[config.mk]
export PLATFORM = sky130hd
export DESIGN_NAME = bus_arbiter_4x1
export DESIGN_NICKNAME = d
export VERILOG_FILES = /design/src/rtl/bus_arbiter_4x1.sv
export SDC_FILE = /design/constraint.sdc
export NUM_CORES = 1
export LEC_CHECK = 0
export CAP_MARGIN = 5
export CORE_AREA = 2 2 75 77
export DETAILED_ROUTE_END_ITERATION = 7
export DIE_AREA = 0 0 77 79
export MAX_ROUTING_LAYER = met4
export PLACE_DENSITY = 0.6
export SLEW_MARGIN = 20
export SYNTH_ARGS = -nofsm -noshare
export SYNTH_HDL_FRONTEND = slang
export SYNTH_SLANG_ARGS = --single-unit
[constraint.sdc]
create_clock -name CLK -period 2.8 [get_ports CLK]
set_input_delay 0.56 -clock CLK [delete_from_list [all_inputs] [get_ports CLK]]
set_output_delay 0.56 -clock CLK [all_outputs]
set_load 0.05 [all_outputs]
[src/rtl/bus_arbiter_4x1.sv]
// Round-robin arbiter for the shared 8-bit 4:1 operand mux: one-hot grant, registered
// select, and a bounded tenure (MAX_HOLD) that a waiting requester can break unless lock is set.
module bus_arbiter_4x1 #(
  parameter int unsigned MAX_HOLD = 4
) (
  input  logic       CLK,
  input  logic       RESET,
  input  logic [3:0] req,
  input  logic       lock,
  output logic [3:0] gnt,
  output logic [1:0] sel,
  output logic       bus_valid,
  output logic [7:0] hold_cnt,
  output logic       state_dbg
);

  // Handshake: req[i] is a level; the requester keeps it high until gnt[i] is seen.
  // A grant lasts while req[i] stays high, bounded by MAX_HOLD when others wait and lock=0.

  typedef enum logic {
    ST_IDLE  = 1'b0,
    ST_GRANT = 1'b1
  } state_t;

  localparam logic [7:0] MAX_CNT = 8'(MAX_HOLD);

  state_t     state_q, state_d;
  logic [3:0] gnt_q, gnt_d;
  logic [1:0] sel_q, sel_d;
  logic [7:0] hold_q, hold_d;
  logic [1:0] ptr_q, ptr_d;
  logic       valid_q;

  logic [3:0] owner_oh;
  logic [3:0] others;
  logic [1:0] next_ptr;
  logic [2:0] idle_pick;
  logic [2:0] rel_pick;
  logic [2:0] pre_pick;

  // Returns {found, index} of the first set bit of r scanning start, start+1, ... (mod 4).
  function automatic logic [2:0] pick(input logic [3:0] r, input logic [1:0] start);
    logic       found;
    logic [1:0] idx;
    logic [1:0] cand;
    found = 1'b0;
    idx   = 2'd0;
    for (int k = 0; k < 4; k++) begin
      cand = start + 2'(k);
      if (!found && r[cand]) begin
        found = 1'b1;
        idx   = cand;
      end
    end
    return {found, idx};
  endfunction

  assign owner_oh  = 4'b0001 << sel_q;
  assign others    = req & ~owner_oh;
  assign next_ptr  = sel_q + 2'd1;
  assign idle_pick = pick(req, ptr_q);
  assign rel_pick  = pick(req, next_ptr);
  assign pre_pick  = pick(others, next_ptr);

  always_comb begin
    state_d = state_q;
    gnt_d   = gnt_q;
    sel_d   = sel_q;
    hold_d  = hold_q;
    ptr_d   = ptr_q;
    case (state_q)
      ST_IDLE: begin
        gnt_d  = 4'b0000;
        hold_d = 8'd0;
        if (idle_pick[2]) begin
          state_d = ST_GRANT;
          gnt_d   = 4'b0001 << idle_pick[1:0];
          sel_d   = idle_pick[1:0];
          hold_d  = 8'd1;
        end
      end
      ST_GRANT: begin
        if (!req[sel_q]) begin
          // Release wins over preemption; both leave the pointer just past the owner.
          ptr_d = next_ptr;
          if (rel_pick[2]) begin
            gnt_d  = 4'b0001 << rel_pick[1:0];
            sel_d  = rel_pick[1:0];
            hold_d = 8'd1;
          end else begin
            state_d = ST_IDLE;
            gnt_d   = 4'b0000;
            hold_d  = 8'd0;
          end
        end else if ((hold_q == MAX_CNT) && !lock && (others != 4'b0000)) begin
          ptr_d  = next_ptr;
          gnt_d  = 4'b0001 << pre_pick[1:0];
          sel_d  = pre_pick[1:0];
          hold_d = 8'd1;
        end else if (hold_q != MAX_CNT) begin
          hold_d = hold_q + 8'd1;
        end
      end
      default: begin
        state_d = ST_IDLE;
        gnt_d   = 4'b0000;
        hold_d  = 8'd0;
      end
    endcase
  end

  always_ff @(posedge CLK or negedge RESET) begin
    if (!RESET) begin
      state_q <= ST_IDLE;
      gnt_q   <= 4'b0000;
      sel_q   <= 2'd0;
      hold_q  <= 8'd0;
      ptr_q   <= 2'd0;
      valid_q <= 1'b0;
    end else begin
      state_q <= state_d;
      gnt_q   <= gnt_d;
      sel_q   <= sel_d;
      hold_q  <= hold_d;
      ptr_q   <= ptr_d;
      valid_q <= (state_d == ST_GRANT);
    end
  end

  assign gnt       = gnt_q;
  assign sel       = sel_q;
  assign bus_valid = valid_q;
  assign hold_cnt  = hold_q;
  assign state_dbg = state_q;

endmodule

# == Word-level counts from Yosys, hierarchy flattened ==
# Index checks and enable logic that the tools add are counted.
# totals
regBits,17
in_bits,7
# op_classes
n_addsub,8
n_lt_le_gt_ge,9
n_eq_ne,7
shifts,4
n_mux,71
bitwise_logic,3
reduce_logical,24
# op_table
operator,n
two-way mux 2 bit,18
two-way mux 1 bit,29
less-than comparator 2 x 3 -> 1 bit (second input constant),9
binary-select mux 1 bit (select 2 bit),13
two-way mux 8 bit,3
two-way mux 4 bit,4
one-hot mux 8 bit (2 select lines),1
<< shifter 1 x 2 -> 4 bit (first input constant),4
logical AND 1 bit,11
logical NOT 1 bit,10
adder 2 bit (second input constant),4
adder 8 x 1 -> 8 bit (second input constant),1
== test 8 x 3 -> 1 bit (second input constant),1
!= test 8 x 3 -> 1 bit (second input constant),1
one-hot mux 4 bit (2 select lines),1
adder 2 x 1 -> 2 bit (second input constant),3
bitwise AND 4 bit,1
!= test 4 x 2 -> 1 bit (second input constant),1
NOT 4 bit,1
one-hot mux 2 bit (2 select lines),1
nonzero test 4 bit,1
!= test 3 x 1 -> 1 bit (second input constant),1
!= test 3 x 2 -> 1 bit (second input constant),1
AND reduction 3 bit,1
other kinds (5),5

# == Logic depth before layout (Yosys ltp) ==
# logic_depth
word_depth,19
depth_mapped,10
depth_no_buf,8

# == Worst setup path after synthesis ==
# Ideal clock, no wire load.
# synth_timing
path_type,reg-to-reg
startpoint,"reg sel_q[0], in the netlist sel[0]"
endpoint,"reg gnt_q[3], in the netlist gnt[3]"
setup_ps,126
arrival_ps,2587
t_required_ps,2674
path_slack_ps,87
stages_incl_launch_ff,10
cell_sequence,dfrtp_1 > buf_4 > inv_1 > ha_1 > nand2b_1 > o311a_1 > a22oi_2 > a21oi_1 > a21boi_1 > o32a_1
# synth_between
elab_cells_between_ends,61
cone_classes,add/sub: 4; eq/ne: 1; shift: 3; mux: 37; bitwise: 2; reduce/logical: 14
# synth_lines
item,line_no,rtl
from (decl),29,"logic [1:0] sel_q, sel_d;"
from (signal assigned),123,sel_q <= sel_d;
adder 2 x 1 -> 2 bit *,60,assign next_ptr = sel_q + 2'd1;
named net next_ptr[0],36,logic [1:0] next_ptr;
branches (longest 14 deep; another with adder 2 x 1 -> 2 bit),--,
two-way mux 4 bit *,83,if (!req[sel_q]) begin
one-hot mux 4 bit (2 select lines) *,71,case (state_q)
to (signal assigned),122,gnt_q <= gnt_d;
to (decl),28,"logic [3:0] gnt_q, gnt_d;"
# Mark *: on every way through the listed nets, which the timed path passes. The select of a mux whose other input is x is not followed.
# A chain may end at the register's enable or synchronous reset.

# == Final worst setup path ==
# layout_timing
startpoint,in req[3]
endpoint,"reg gnt_q[2], in the netlist gnt[2]"
# layout_between
elab_chain_len,17
elab_cells_between_ends,79
cone_classes,eq/ne: 1; shift: 3; mux: 54; bitwise: 1; reduce/logical: 20
# layout_lines
item,line_no,rtl
from (decl),8,"input logic [3:0] req,"
bitwise AND 4 bit,59,assign others = req & ~owner_oh;
binary-select mux 1 bit (select 2 bit),50,if (!found && r[cand]) begin
two-way mux 1 bit (implied by the code),50,
two-way mux 1 bit,50,
logical NOT 1 bit,50,
logical AND 1 bit,50,
two-way mux 1 bit,50,
logical NOT 1 bit,50,
logical AND 1 bit,50,
two-way mux 1 bit,50,
logical NOT 1 bit,50,
logical AND 1 bit,50,
two-way mux 2 bit,50,
<< shifter 1 x 2 -> 4 bit,97,gnt_d = 4'b0001 << pre_pick[1:0];
two-way mux 4 bit,95,end else if ((hold_q == MAX_CNT) && !lock && (others != 4'b0000)) begin
two-way mux 4 bit,83,
one-hot mux 4 bit (2 select lines),71,
# Several ways; a longest one is shown, not always the timed one. The select of a mux whose other input is x is not followed.

==> reports/qor.yml <==
status: "complete, no violations"
cp.required_ps: 2980
synth_ff_type: "dfrtp_1"
htree_levels: 1
fin_tns_setup_ps: 0
yosysTopAreaCell: "dfrtp_1"
drt-initial-drc-count: 41
clkSinkCount: 17
numCtsBuffers: 3
netlist_top_cells_count: "20 x nor2_1, 17 x dfrtp_1, 11 x a21oi_1"
ys_warn_count: 0
syn_nets: 192
drive_gt1_share_pct: 16.4
synthesis.area_um2: 1550
cap_violations: 0
slew_headroom_pct: 47.8
syn_inst: 179
row_count: 27
tightest_slew_ps: 780
wl_met1_um: 1860
synthTopCellsByArea: "dfrtp_1 27%, ha_1 4.8%, nor2_1 4.8%"
post-route-period-util_pct: 87.6
setup.worst_path.start_class: "input port"
nFillCells: 581
crit_type: "in -> reg"
yosysMostFrequentCell: "nor2_1"
avgSynthCellArea_um2: 8.66
top_layer_used: "met4"
cts-root-buf: "clkbuf_8"
ys_seq_elements: 17
crit_arrival_ps: 2630
ant_nets: 0
cts.hold.buffers_added: 0
async_flop_share_pct: 100
grt_remaining_overflow: 0
yosys.area.top_type_share_pct: 27.4
grt_max_degree: 21
grt_pass1_wl_um: 6600
grt.total_usage_pct: 13.6
crit_fanout: 11
min_period_ps: 2450
io_pins: 23
dr_wl_met3_um: 135
rsz0062_at_grt: "no"
p_leak_nw: 0.776
max_clock_freq_ghz: 0.408
die_area_um2: 6080
io_buffers: 22
gp_congestion: 0.859
power-per-cell-area_nw_per_um2: 1120
fin_nets: 221
core_um2: 5340
skew_ps: 5.83
clock_latency_ps: 250
via_per_inst: 5.13
vias: 1430
synth.distinct_cells: 56
setup_viol: 0
hold_viol_final: 0
cts_resized: 0
chipHeight_um: 79
r2r_start: "sel[1]"
hpwlAfterDp_um: 3040
die_x_um: 77
grt_pass1_vias: 1353
synth-edff-count: 0
cts_tree: "yes"
num_antenna_cells: 0
drt-total-wl_um: 3930
initial_core_util_pct: 29.0
cp-end-kind: "flip-flop"
holdWs_ps: 547
wl_met2_um: 1850
drc: 0
hp-class: "reg -> reg"
postCtsSetupBuffers: 0
drv_slew: 0
clk_path_buf_depth: 2
ys_seq_area_share_pct: 27.4
antenna_found_initial: 0
wl_per_cell_um: 14.1
hp-start: "gnt[3]"
synthToLayoutAreaGrowth_pct: 24.3
critPathLaunch: "req[3]"
clk_pin_slew_ps: 70
firstDrtPassIters: 4
ir_drop_mv: 0.408
==> where the power goes <==
part,switching (mW),internal [mW]
Sequential,0.0871,0.333
Combinational,0.943,0.616
Clock,0.0873,0.0987
==> cell families after synthesis <==
| family | share of synthesized area (%) |
|---|---|
| adder cells (fa/ha/maj) | 4.84 |
| XOR/XNOR | 2.82 |
| buffers and inverters | 7.26 |
| AO/OA/AOI/OAI | 23.2 |
| multiplexers | 3.95 |
| flip-flops | 27.4 |
| AND/OR/NAND/NOR | 30.4 |
==> per-layer routing <==
layer | vias up | global-route usage, %
met5 | - | -
met4 | 0 | 3.57
met3 | 8 | 1.48
met2 | 41 | 20.6
met1 | 679 | 19.4
li1 | 702 | -
==> state kept, by name, indices dropped and copies added, names as in the netlist <==
signal and flops:
sel 2, hold_cnt 8, ptr_q 2, bus_valid 1, gnt 4
==> through the flow <==
stage / utilization (%) / cell area, um^2 / setup slack, ps / power, mW / std cells
final: 36.1 / 1930 / 348 / 2.16 / 279
after CTS: 36.1 / 1930 / 347 / 2.17 / 279
after floorplan: - / 1550 / 86.8 / 1.57 / 179
after global placement: 35.2 / 1880 / 134 / 1.97 / 275
after global routing: 36.1 / 1930 / 200 / 2.36 / 279
after detailed placement: 35.2 / 1880 / 109 / 1.97 / 275
==> worst paths after layout <==
kind | end | slack [ps] | depth (start not counted)
max | gnt[2] | 350 | 8
min | gnt[3] | 550 | 1
max reg2reg | gnt[3] | 360 | 8
min reg2reg | gnt[3] | 550 | 1
max in group asynchronous | sel[1] | 1550 | 1
min in group asynchronous | hold_cnt[7] | 760 | 1
==> critical path: stages <==
cell and delay (ps):
clkdlybuf4s50_1 710, buf_4 220, nand2b_1 130, a21oi_1 100, or4_4 520, nor2b_1 130
a31oi_1 60, a31oi_1 190
==> layout make-up <==
cell class,count,area (um^2),area share (%)
tap,72,90.1,4.68
multi-input combinational,144,1010,52.5
clock buffer,3,41.3,2.14
inverter,8,30.0,1.56
timing repair buffer,34,323,16.8
sequential,17,425,22.1
clock inverter,1,5.00,0.260
==> cell usage in the layout, fill, tap and decap left out, types with 3 or more instances in the layout <==
| cell type | synthesis | layout |
|---|---|---|
| o21ai_1 | 4 | 4 |
| nor2b_1 | 7 | 7 |
| nand2b_1 | 6 | 6 |
| xor2_1 | 5 | 5 |
| clkbuf_8 | 0 | 3 |
| inv_1 | 6 | 6 |
| ha_1 | 6 | 6 |
| o21ai_0 | 8 | 8 |
| clkdlybuf4s50_1 | 0 | 22 |
| buf_4 | 3 | 11 |
| nor2_1 | 20 | 20 |
| and3_1 | 4 | 4 |
| a21oi_1 | 11 | 11 |
| nand3_1 | 9 | 9 |
| a31oi_1 | 5 | 5 |
| dfrtp_1 | 17 | 17 |
| nand2_1 | 9 | 9 |
Power figures use the tool's default switching activity.
